`src/rtl/apb_regbank_slave.sv`:
```
// ---------------------------------------------------------------------------
// apb_regbank_slave
//   APB completer that terminates setup/access transfers into a small
//   word-addressed register bank, with a fixed number of wait states per
//   transfer so the master's PREADY stall handling sees a real responder.
//
//   Build option:
//     APB_PSLVERR_EN  adds the PSLVERR port; an out-of-range or misaligned
//                     access then completes with PSLVERR=1 and read data
//                     32'hDEAD_BEEF. Without it, such writes are dropped and
//                     such reads return 0.
//
//   Parameters:
//     NUM_REGS     number of 32-bit registers (power of 2, 2..256)
//     BASE_ADDR    byte address of register 0 (aligned to 4*NUM_REGS)
//     WAIT_CYCLES  wait states per transfer (0..15)
//
//   Ports:
//     PCLK      in   bus clock, rising edge
//     PRESET    in   asynchronous reset, active low
//     PSEL      in   slave select
//     PENABLE   in   access phase indicator
//     PWRITE    in   1 = write, 0 = read
//     PRWADDR   in   byte address [31:0]
//     PRWDATA   in   write data [31:0]
//     PRWDATA1  out  read data [31:0], registered
//     PREADY    out  transfer completion, registered
//     PSLVERR   out  error response, registered (APB_PSLVERR_EN only)
// ---------------------------------------------------------------------------

// ---------------------------------------------------------------------------
// apb_regbank_slave_regs
//   Register storage plus address decode. Two decode ports: port a decodes
//   the live bus address (used for zero-wait reads at the setup edge), port b
//   decodes the address latched at setup and also selects the write target.
//
//   Ports:
//     clk_sys   in   clock
//     rst_b     in   asynchronous reset, active low
//     addr_a    in   byte address to decode on port a
//     ok_a      out  addr_a inside the bank and word aligned
//     rdata_a   out  register at addr_a, or BAD_RDATA when not ok_a
//     addr_b    in   byte address to decode on port b
//     ok_b      out  addr_b inside the bank and word aligned
//     rdata_b   out  register at addr_b, or BAD_RDATA when not ok_b
//     wr_en     in   write wr_data to addr_b (ignored when not ok_b)
//     wr_data   in   write data
// ---------------------------------------------------------------------------
module apb_regbank_slave_regs #(
   parameter int          NUM_REGS  = 16,
   parameter logic [31:0] BASE_ADDR = 32'h0000_0000,
   parameter logic [31:0] BAD_RDATA = 32'h0000_0000
) (
   input  logic        clk_sys,
   input  logic        rst_b,
   input  logic [31:0] addr_a,
   output logic        ok_a,
   output logic [31:0] rdata_a,
   input  logic [31:0] addr_b,
   output logic        ok_b,
   output logic [31:0] rdata_b,
   input  logic        wr_en,
   input  logic [31:0] wr_data
);

   localparam int          IDX_W = $clog2(NUM_REGS);
   localparam logic [31:0] SPAN  = 32'(4 * NUM_REGS);

   logic [31:0]      regs [NUM_REGS];

   // 33-bit difference: bit 32 is the borrow, set when the address sits
   // below BASE_ADDR, so no separate lower-bound compare is needed.
   logic [32:0]      diff_a, diff_b;
   logic [IDX_W-1:0] idx_a, idx_b;

   always_comb begin
      diff_a  = {1'b0, addr_a} - {1'b0, BASE_ADDR};
      diff_b  = {1'b0, addr_b} - {1'b0, BASE_ADDR};
      ok_a    = !diff_a[32] && (diff_a[31:0] < SPAN) && (addr_a[1:0] == 2'b00);
      ok_b    = !diff_b[32] && (diff_b[31:0] < SPAN) && (addr_b[1:0] == 2'b00);
      idx_a   = diff_a[IDX_W+1:2];
      idx_b   = diff_b[IDX_W+1:2];
      rdata_a = ok_a ? regs[idx_a] : BAD_RDATA;
      rdata_b = ok_b ? regs[idx_b] : BAD_RDATA;
   end

   always_ff @(posedge clk_sys or negedge rst_b) begin
      if (!rst_b) begin
         for (int i = 0; i < NUM_REGS; i++) regs[i] <= '0;
      end else if (wr_en && ok_b) begin
         regs[idx_b] <= wr_data;
      end
   end

endmodule

// ---------------------------------------------------------------------------
// Transfer FSM
//   state     | meaning
//   ST_IDLE   | waiting for a setup cycle (PSEL=1, PENABLE=0)
//   ST_ACCESS | setup seen; counting wait states, then completing
// ---------------------------------------------------------------------------
module apb_regbank_slave #(
   parameter int          NUM_REGS    = 16,
   parameter logic [31:0] BASE_ADDR   = 32'h0000_0000,
   parameter int          WAIT_CYCLES = 0
) (
   input  logic        PCLK,
   input  logic        PRESET,
   input  logic        PSEL,
   input  logic        PENABLE,
   input  logic        PWRITE,
   input  logic [31:0] PRWADDR,
   input  logic [31:0] PRWDATA,
   output logic [31:0] PRWDATA1,
   output logic        PREADY
`ifdef APB_PSLVERR_EN
   ,
   output logic        PSLVERR
`endif
);

`ifdef APB_PSLVERR_EN
   localparam logic [31:0] BAD_RDATA = 32'hDEAD_BEEF;
`else
   localparam logic [31:0] BAD_RDATA = 32'h0000_0000;
`endif
   localparam logic [3:0] WAIT_LD   = 4'(WAIT_CYCLES);
   localparam logic       ZERO_WAIT = (WAIT_CYCLES == 0);

   typedef enum logic {ST_IDLE, ST_ACCESS} state_t;

   state_t      state;
   logic [3:0]  cnt;
   logic [31:0] lat_addr;
   logic [31:0] lat_data;
   logic        lat_write;

   logic        setup_ok, acc_ok;
   logic [31:0] setup_rd, acc_rd;
   logic        commit;

   // A write lands on the completion edge, from the values latched at setup.
   assign commit = (state == ST_ACCESS) && PSEL && PENABLE && PREADY && lat_write;

   apb_regbank_slave_regs #(
      .NUM_REGS  (NUM_REGS),
      .BASE_ADDR (BASE_ADDR),
      .BAD_RDATA (BAD_RDATA)
   ) u_regs (
      .clk_sys (PCLK),
      .rst_b   (PRESET),
      .addr_a  (PRWADDR),
      .ok_a    (setup_ok),
      .rdata_a (setup_rd),
      .addr_b  (lat_addr),
      .ok_b    (acc_ok),
      .rdata_b (acc_rd),
      .wr_en   (commit),
      .wr_data (lat_data)
   );

   always_ff @(posedge PCLK or negedge PRESET) begin
      if (!PRESET) begin
         state     <= ST_IDLE;
         cnt       <= '0;
         lat_addr  <= '0;
         lat_data  <= '0;
         lat_write <= 1'b0;
         PREADY    <= 1'b0;
         PRWDATA1  <= '0;
`ifdef APB_PSLVERR_EN
         PSLVERR   <= 1'b0;
`endif
      end else begin
         case (state)
            ST_IDLE: begin
               // PENABLE without a preceding setup is not a transfer.
               if (PSEL && !PENABLE) begin
                  lat_addr  <= PRWADDR;
                  lat_data  <= PRWDATA;
                  lat_write <= PWRITE;
                  cnt       <= WAIT_LD;
                  PREADY    <= ZERO_WAIT;
                  state     <= ST_ACCESS;
`ifdef APB_PSLVERR_EN
                  PSLVERR   <= ZERO_WAIT && !setup_ok;
`endif
                  // Zero-wait reads must present data in the first access
                  // cycle, so decode the live address here.
                  if (ZERO_WAIT && !PWRITE) PRWDATA1 <= setup_rd;
               end
            end
            ST_ACCESS: begin
               if (!PSEL) begin
                  // Master abandoned the transfer.
                  PREADY <= 1'b0;
                  cnt    <= '0;
                  state  <= ST_IDLE;
`ifdef APB_PSLVERR_EN
                  PSLVERR <= 1'b0;
`endif
               end else if (PENABLE) begin
                  if (PREADY) begin
                     PREADY <= 1'b0;
                     state  <= ST_IDLE;
`ifdef APB_PSLVERR_EN
                     PSLVERR <= 1'b0;
`endif
                  end else begin
                     cnt <= cnt - 4'd1;
                     if (cnt == 4'd1) begin
                        PREADY <= 1'b1;
`ifdef APB_PSLVERR_EN
                        PSLVERR <= !acc_ok;
`endif
                        if (!lat_write) PRWDATA1 <= acc_rd;
                     end
                  end
               end
            end
            default: state <= ST_IDLE;
         endcase
      end
   end

endmodule

```
`config.mk`:
```
export PLATFORM = sky130hd
export DESIGN_NAME = apb_regbank_slave
export DESIGN_NICKNAME = d
export VERILOG_FILES = /design/src/rtl/apb_regbank_slave.sv
export SDC_FILE = /design/constraint.sdc
export NUM_CORES = 1
export LEC_CHECK = 0
export ABC_AREA = 1
export BUFFER_PORTS_ARGS = -buffer_cell sky130_fd_sc_hd__buf_4
export CAP_MARGIN = 40
export CORE_MARGIN = 2
export CORE_UTILIZATION = 35
export CTS_CLUSTER_SIZE = 12
export DETAILED_ROUTE_END_ITERATION = 10
export PLACE_DENSITY = 0.48
export SLEW_MARGIN = 20
export SYNTH_ARGS = -nofsm -noshare
export SYNTH_HDL_FRONTEND = slang
export SYNTH_SLANG_ARGS = --single-unit
```
`constraint.sdc`:
```
create_clock -name PCLK -period 2.03 [get_ports PCLK]
set_input_delay 0.203 -clock PCLK [delete_from_list [all_inputs] [get_ports PCLK]]
set_output_delay 0.203 -clock PCLK [all_outputs]
set_load 0.02 [all_outputs]
```
==> results_tabular.tex <==
\begin{tabular}{lr}
\hline
Metric & Value \\
\hline
\multicolumn{2}{l}{\textbf{Outcome}} \\
\quad Result of the run & finished, final reports clean \\
\multicolumn{2}{l}{\textbf{Floorplanning}} \\
\quad Placement row count & 116 \\
\quad Placeable Area & 0.100 sq mm \\
\quad Number of top-level design ports & 102 \\
\quad Initial Utilization & 35.3\% \\
\quad Chip Width & 322 microns \\
\quad Overall die area & 0.103 sq mm \\
\quad Die height & 322 microns \\
\multicolumn{2}{l}{\textbf{Layout}} \\
\quad FILL cells & 10,400 \\
\quad Most common cell after layout, fill and taps aside & sky130\_fd\_sc\_hd\_\_nand2\_1 \\
\quad Util after Layout & 42.1\% \\
\quad Fraction of final layout cells with drive strength greater than 1 & 9.96\% \\
\quad Count of non-filler cells in the finished layout & 6,703 \\
\quad Final cell area excluding filler cells & 0.0421 sq mm \\
\quad Multi-input gate area & 0.0161 sq mm \\
\quad Most used cells in the layout excluding fill and tap cells & sky130\_fd\_sc\_hd\_\_nand2\_1 (2,415), sky130\_fd\_sc\_hd\_\_dfrtp\_1 (613), sky130\_fd\_sc\_hd\_\_inv\_1 (560), sky130\_fd\_sc\_hd\_\_nand3\_1 (500), sky130\_fd\_sc\_hd\_\_o21ai\_1 (280) \\
\quad Final Net Count & 5,422 \\
\quad Sequential cell area in the final layout & 0.0154 sq mm \\
\quad Area Growth Syn to Fin & 19.4\% \\
\multicolumn{2}{l}{\textbf{Synth}} \\
\quad Share of synthesized cell area in and, or, nand and nor gates & 35.7\% \\
\quad Total of warnings raised by yosys & 0 \\
\quad Flip-flop and latch count after synthesis & 615 \\
\quad Syn Area/Cell & 6.69 sq um \\
\quad Count of unique library cells instantiated by Yosys & 30 \\
\quad Post-synthesis xor/xnor area fraction & 0.0496\% \\
\quad Net count of the mapped netlist & 5,347 \\
\quad Combined area of all synthesized cells & 0.0353 sq mm \\
\quad Cell count after synthesis & 5,273 \\
\quad Adder-cell share of the synthesized area & 0.177\% \\
\quad Sequential element share of the synthesized area & 43.6\% \\
\quad Combinational family with the most area after synthesis & simple AND/OR/NAND/NOR gates \\
\quad Complex-gate fraction of the synthesized area & 8.93\% \\
\quad Share of synthesized area spent on multiplexers & 0.415\% \\
\multicolumn{2}{l}{\textbf{Clock tree}} \\
\quad Largest buffer count on any clock path & 3 \\
\quad Clock-pin slew on the worst setup and hold paths & 0.06 ns \\
\quad Root buf cell & sky130\_fd\_sc\_hd\_\_clkbuf\_16 \\
\quad Worst-Skew Late Latency & 0.64 ns \\
\quad Clock tree from TritonCTS & built \\
\quad TritonCTS sink count & 615 \\
\quad Total clock buffers created by CTS & 76 \\
\quad Number of H-tree levels & 3 \\
\multicolumn{2}{l}{\textbf{Worst setup path}} \\
\quad Top cell family by delay on the critical path & buffers and inverters \\
\quad Crit Path Category & reg -> reg \\
\quad Crit end category & register \\
\quad Buf/Inv on CP & 7 \\
\quad Arrival time reported for the critical path endpoint & 2.43 ns \\
\quad Crit-path slowest cell & sky130\_fd\_sc\_hd\_\_dfrtp\_1 \\
\quad Peak per-stage delay on the critical path & 0.40 ns \\
\quad Data required time at the worst endpoint & 2.55 ns \\
\quad Critical path cell sequence & inv\_2, ha\_1, nand3\_1, inv\_1, nand3\_1, nand2\_1, nand2\_2, clkinv\_4, buf\_12, buf\_12, clkbuf\_16, nand3\_1, nand2\_1, inv\_1 \\
\quad Biggest fanout along the worst timing path & 17 \\
\quad Critical path startpoint category & register \\
\quad Most numerous cell on the critical path & sky130\_fd\_sc\_hd\_\_nand3\_1 \\
\multicolumn{2}{l}{\textbf{Power and ir drop}} \\
\quad Max VDD drop & 0.583 mV \\
\quad Static Leak & 19.9 nW \\
\quad PwrDens & 838 mW/mm\^{}2 \\
\quad Post-layout power & 35.3 mW \\
\multicolumn{2}{l}{\textbf{Place}} \\
\quad Sum of net half-perimeters after detailed placement & 78.2 mm \\
\quad Weighted congestion at the end of routability-driven global placement & 0.802 \\
\quad Number of port buffers & 101 \\
\quad Area post-placement & 0.0385 sq mm \\
\quad Setup Slack @ Placement & 0.0576 ns \\
\quad Number of cells in the design after placement & 6,488 \\
\multicolumn{2}{l}{\textbf{STA}} \\
\quad Final Setup Violations & 0 \\
\quad Headroom to the max-slew limit & 43.8\% \\
\quad Final hold slack & 0.0455 ns \\
\quad Slew at the pin closest to its max-slew limit & 0.842 ns \\
\quad Hold violation count in the final report & 0 \\
\quad Worst Setup Slack, final & 0.122 ns \\
\quad Ratio of final minimum period to clock period & 94.0\% \\
\quad Post-layout min period & 1.91 ns \\
\quad Fmax & 0.524 GHz \\
\quad Final slew viol count & 0 \\
\quad Total negative slack for setup checks & 0 ns \\
\quad RSZ-0062 raised after global routing & true \\
\quad Worst clock skew & 0.0238 ns \\
\multicolumn{2}{l}{\textbf{Worst hold path}} \\
\quad Worst Hold Class & in -> reg \\
\multicolumn{2}{l}{\textbf{Drt}} \\
\quad Drt pass-1 iters & 6 \\
\quad Routed wire length & 134 mm \\
\quad First DRT Iteration DRCs & 3,039 \\
\quad Remaining design rule violation count & 0 \\
\quad Detail-routed via count per cell & 4.98 \\
\quad Number of antenna-violating nets in the routed design & 0 \\
\quad Average wire per standard cell & 19.9 microns \\
\quad Via count of the routed design & 33,400 \\
\multicolumn{2}{l}{\textbf{GRT}} \\
\quad Antenna violations before repair & 3 \\
\quad Grt total ovfl & 0 \\
\quad Maximum number of pins on one net before global-route repair & 104 \\
\quad First-pass GRT wire length & 202 mm \\
\quad Number of global-route vias before repair & 32,000 \\
\quad Total routing usage reported by global routing & 25.6\% \\
\multicolumn{2}{l}{\textbf{Flow run}} \\
\quad Number of max-cap violations & 0 \\
\hline
\end{tabular}
## synth_stat cells (all sizes together)
cell,number,share of area (%)
nand2,2426,26
dfrtp,615,44
o21ai,583,8.7
inv,570,6.1
nand3,519,7.8
clkbuf,224,2.4
nor2,137,1.5
buf,130,2.7
or2,29,0.51
mux2,13,0.41
a21oi,11,0.16
ha,5,0.18
nand4,3,0.053
xnor2,2,0.050
a31oi,1,0.018
clkinv,1,0.011
nor3,1,0.046
o211ai,1,0.021
o22ai,1,0.018
o41ai,1,0.025
## cell families (layout without fill, tap and decap cells)
| kind of cell | count (synthesis) | count (layout) |
|---|---|---|
| adders and majority gates | 5 | 5 |
| and+or+nand+nor | 3115 | 3115 |
| AOI/OAI and AO/OA | 598 | 598 |
| xor gates and xnor gates | 2 | 2 |
| muxes | 13 | 13 |
| buffers and inverters | 925 | 1056 |
| DFF | 615 | 615 |
| other | 0 | 1 |
## worst reg2reg max path: stages (launching register included)
cell,delay [ns]
sky130_fd_sc_hd__dfrtp_1,0.40
sky130_fd_sc_hd__inv_2,0.07
sky130_fd_sc_hd__ha_1,0.14
sky130_fd_sc_hd__nand3_1,0.08
sky130_fd_sc_hd__inv_1,0.08
sky130_fd_sc_hd__nand3_1,0.06
sky130_fd_sc_hd__nand2_1,0.08
sky130_fd_sc_hd__nand2_2,0.08
sky130_fd_sc_hd__clkinv_4,0.08
sky130_fd_sc_hd__buf_12,0.13
sky130_fd_sc_hd__buf_12,0.12
sky130_fd_sc_hd__clkbuf_16,0.21
sky130_fd_sc_hd__nand3_1,0.15
sky130_fd_sc_hd__nand2_1,0.09
sky130_fd_sc_hd__inv_1,0.04
## layout make-up
class / count / share of cell area [%]
antenna: 1 / 0.00594
clock buffer: 123 / 5.76
clock inverter: 11 / 0.374
inverter: 571 / 5.18
multi-input combinational: 3733 / 38.3
sequential: 615 / 36.6
tap: 1298 / 3.86
timing repair buffer: 351 / 9.98
## routing by layer
metal	wire, microns	vias up	global-route usage [%]	share of wire (%)
li1	-	16400	-	-
met1	61900	15800	36.0	46
met2	59700	1021	40.9	45
met3	8790	202	4.04	6.6
met4	3300	4	6.98	2.5
met5	23	-	0	0.017
## power by group
| group | internal (mW) | total, mW | switching (mW) |
|---|---|---|---|
| clock | 8.63 | 14.2 | 5.61 |
| sequential | 12.7 | 13.0 | 0.298 |
| combinational | 2.69 | 8.10 | 5.41 |
| total | 24.0 | 35.3 | 11.3 |
## registers in the layout, indices dropped and copies added, names as in the netlist
name,count
u_regs.regs,512
PREADY,1
lat_write,1
lat_addr,32
lat_data,32
PRWDATA1,32
state,1
cnt,4
## worst paths after layout
kind / slack (ns) / cells past startpoint / startpoint / end
min: 0.05 / 3 / PRWADDR[5] / lat_addr[5]$_DFFE_PN0P_
min reg2reg: 0.48 / 2 / u_regs.regs[125]$_DFFE_PN0P_ / u_regs.regs[125]$_DFFE_PN0P_
max in group asynchronous: 1.03 / 3 / PRESET / u_regs.regs[485]$_DFFE_PN0P_
max: 0.12 / 14 / cnt[1]$_DFFE_PN0P_ / PRWDATA1[1]$_DFFE_PN0P_
max reg2reg: 0.12 / 14 / cnt[1]$_DFFE_PN0P_ / PRWDATA1[1]$_DFFE_PN0P_
min in group asynchronous: 0.18 / 3 / PRESET / PRWDATA1[9]$_DFFE_PN0P_
## what timing repair did
| action | 4_1_cts | 5_1_grt |
|---|---|---|
| buffers inserted | 0 | 9 |
| hold buffers | 64 | 0 |
| setup endpoints to repair | 0 | 502 |
| resized for setup | 0 | 38 |
| endpoints found under the hold margin | 377 | 0 |
(Power assumes the default switching activity.)
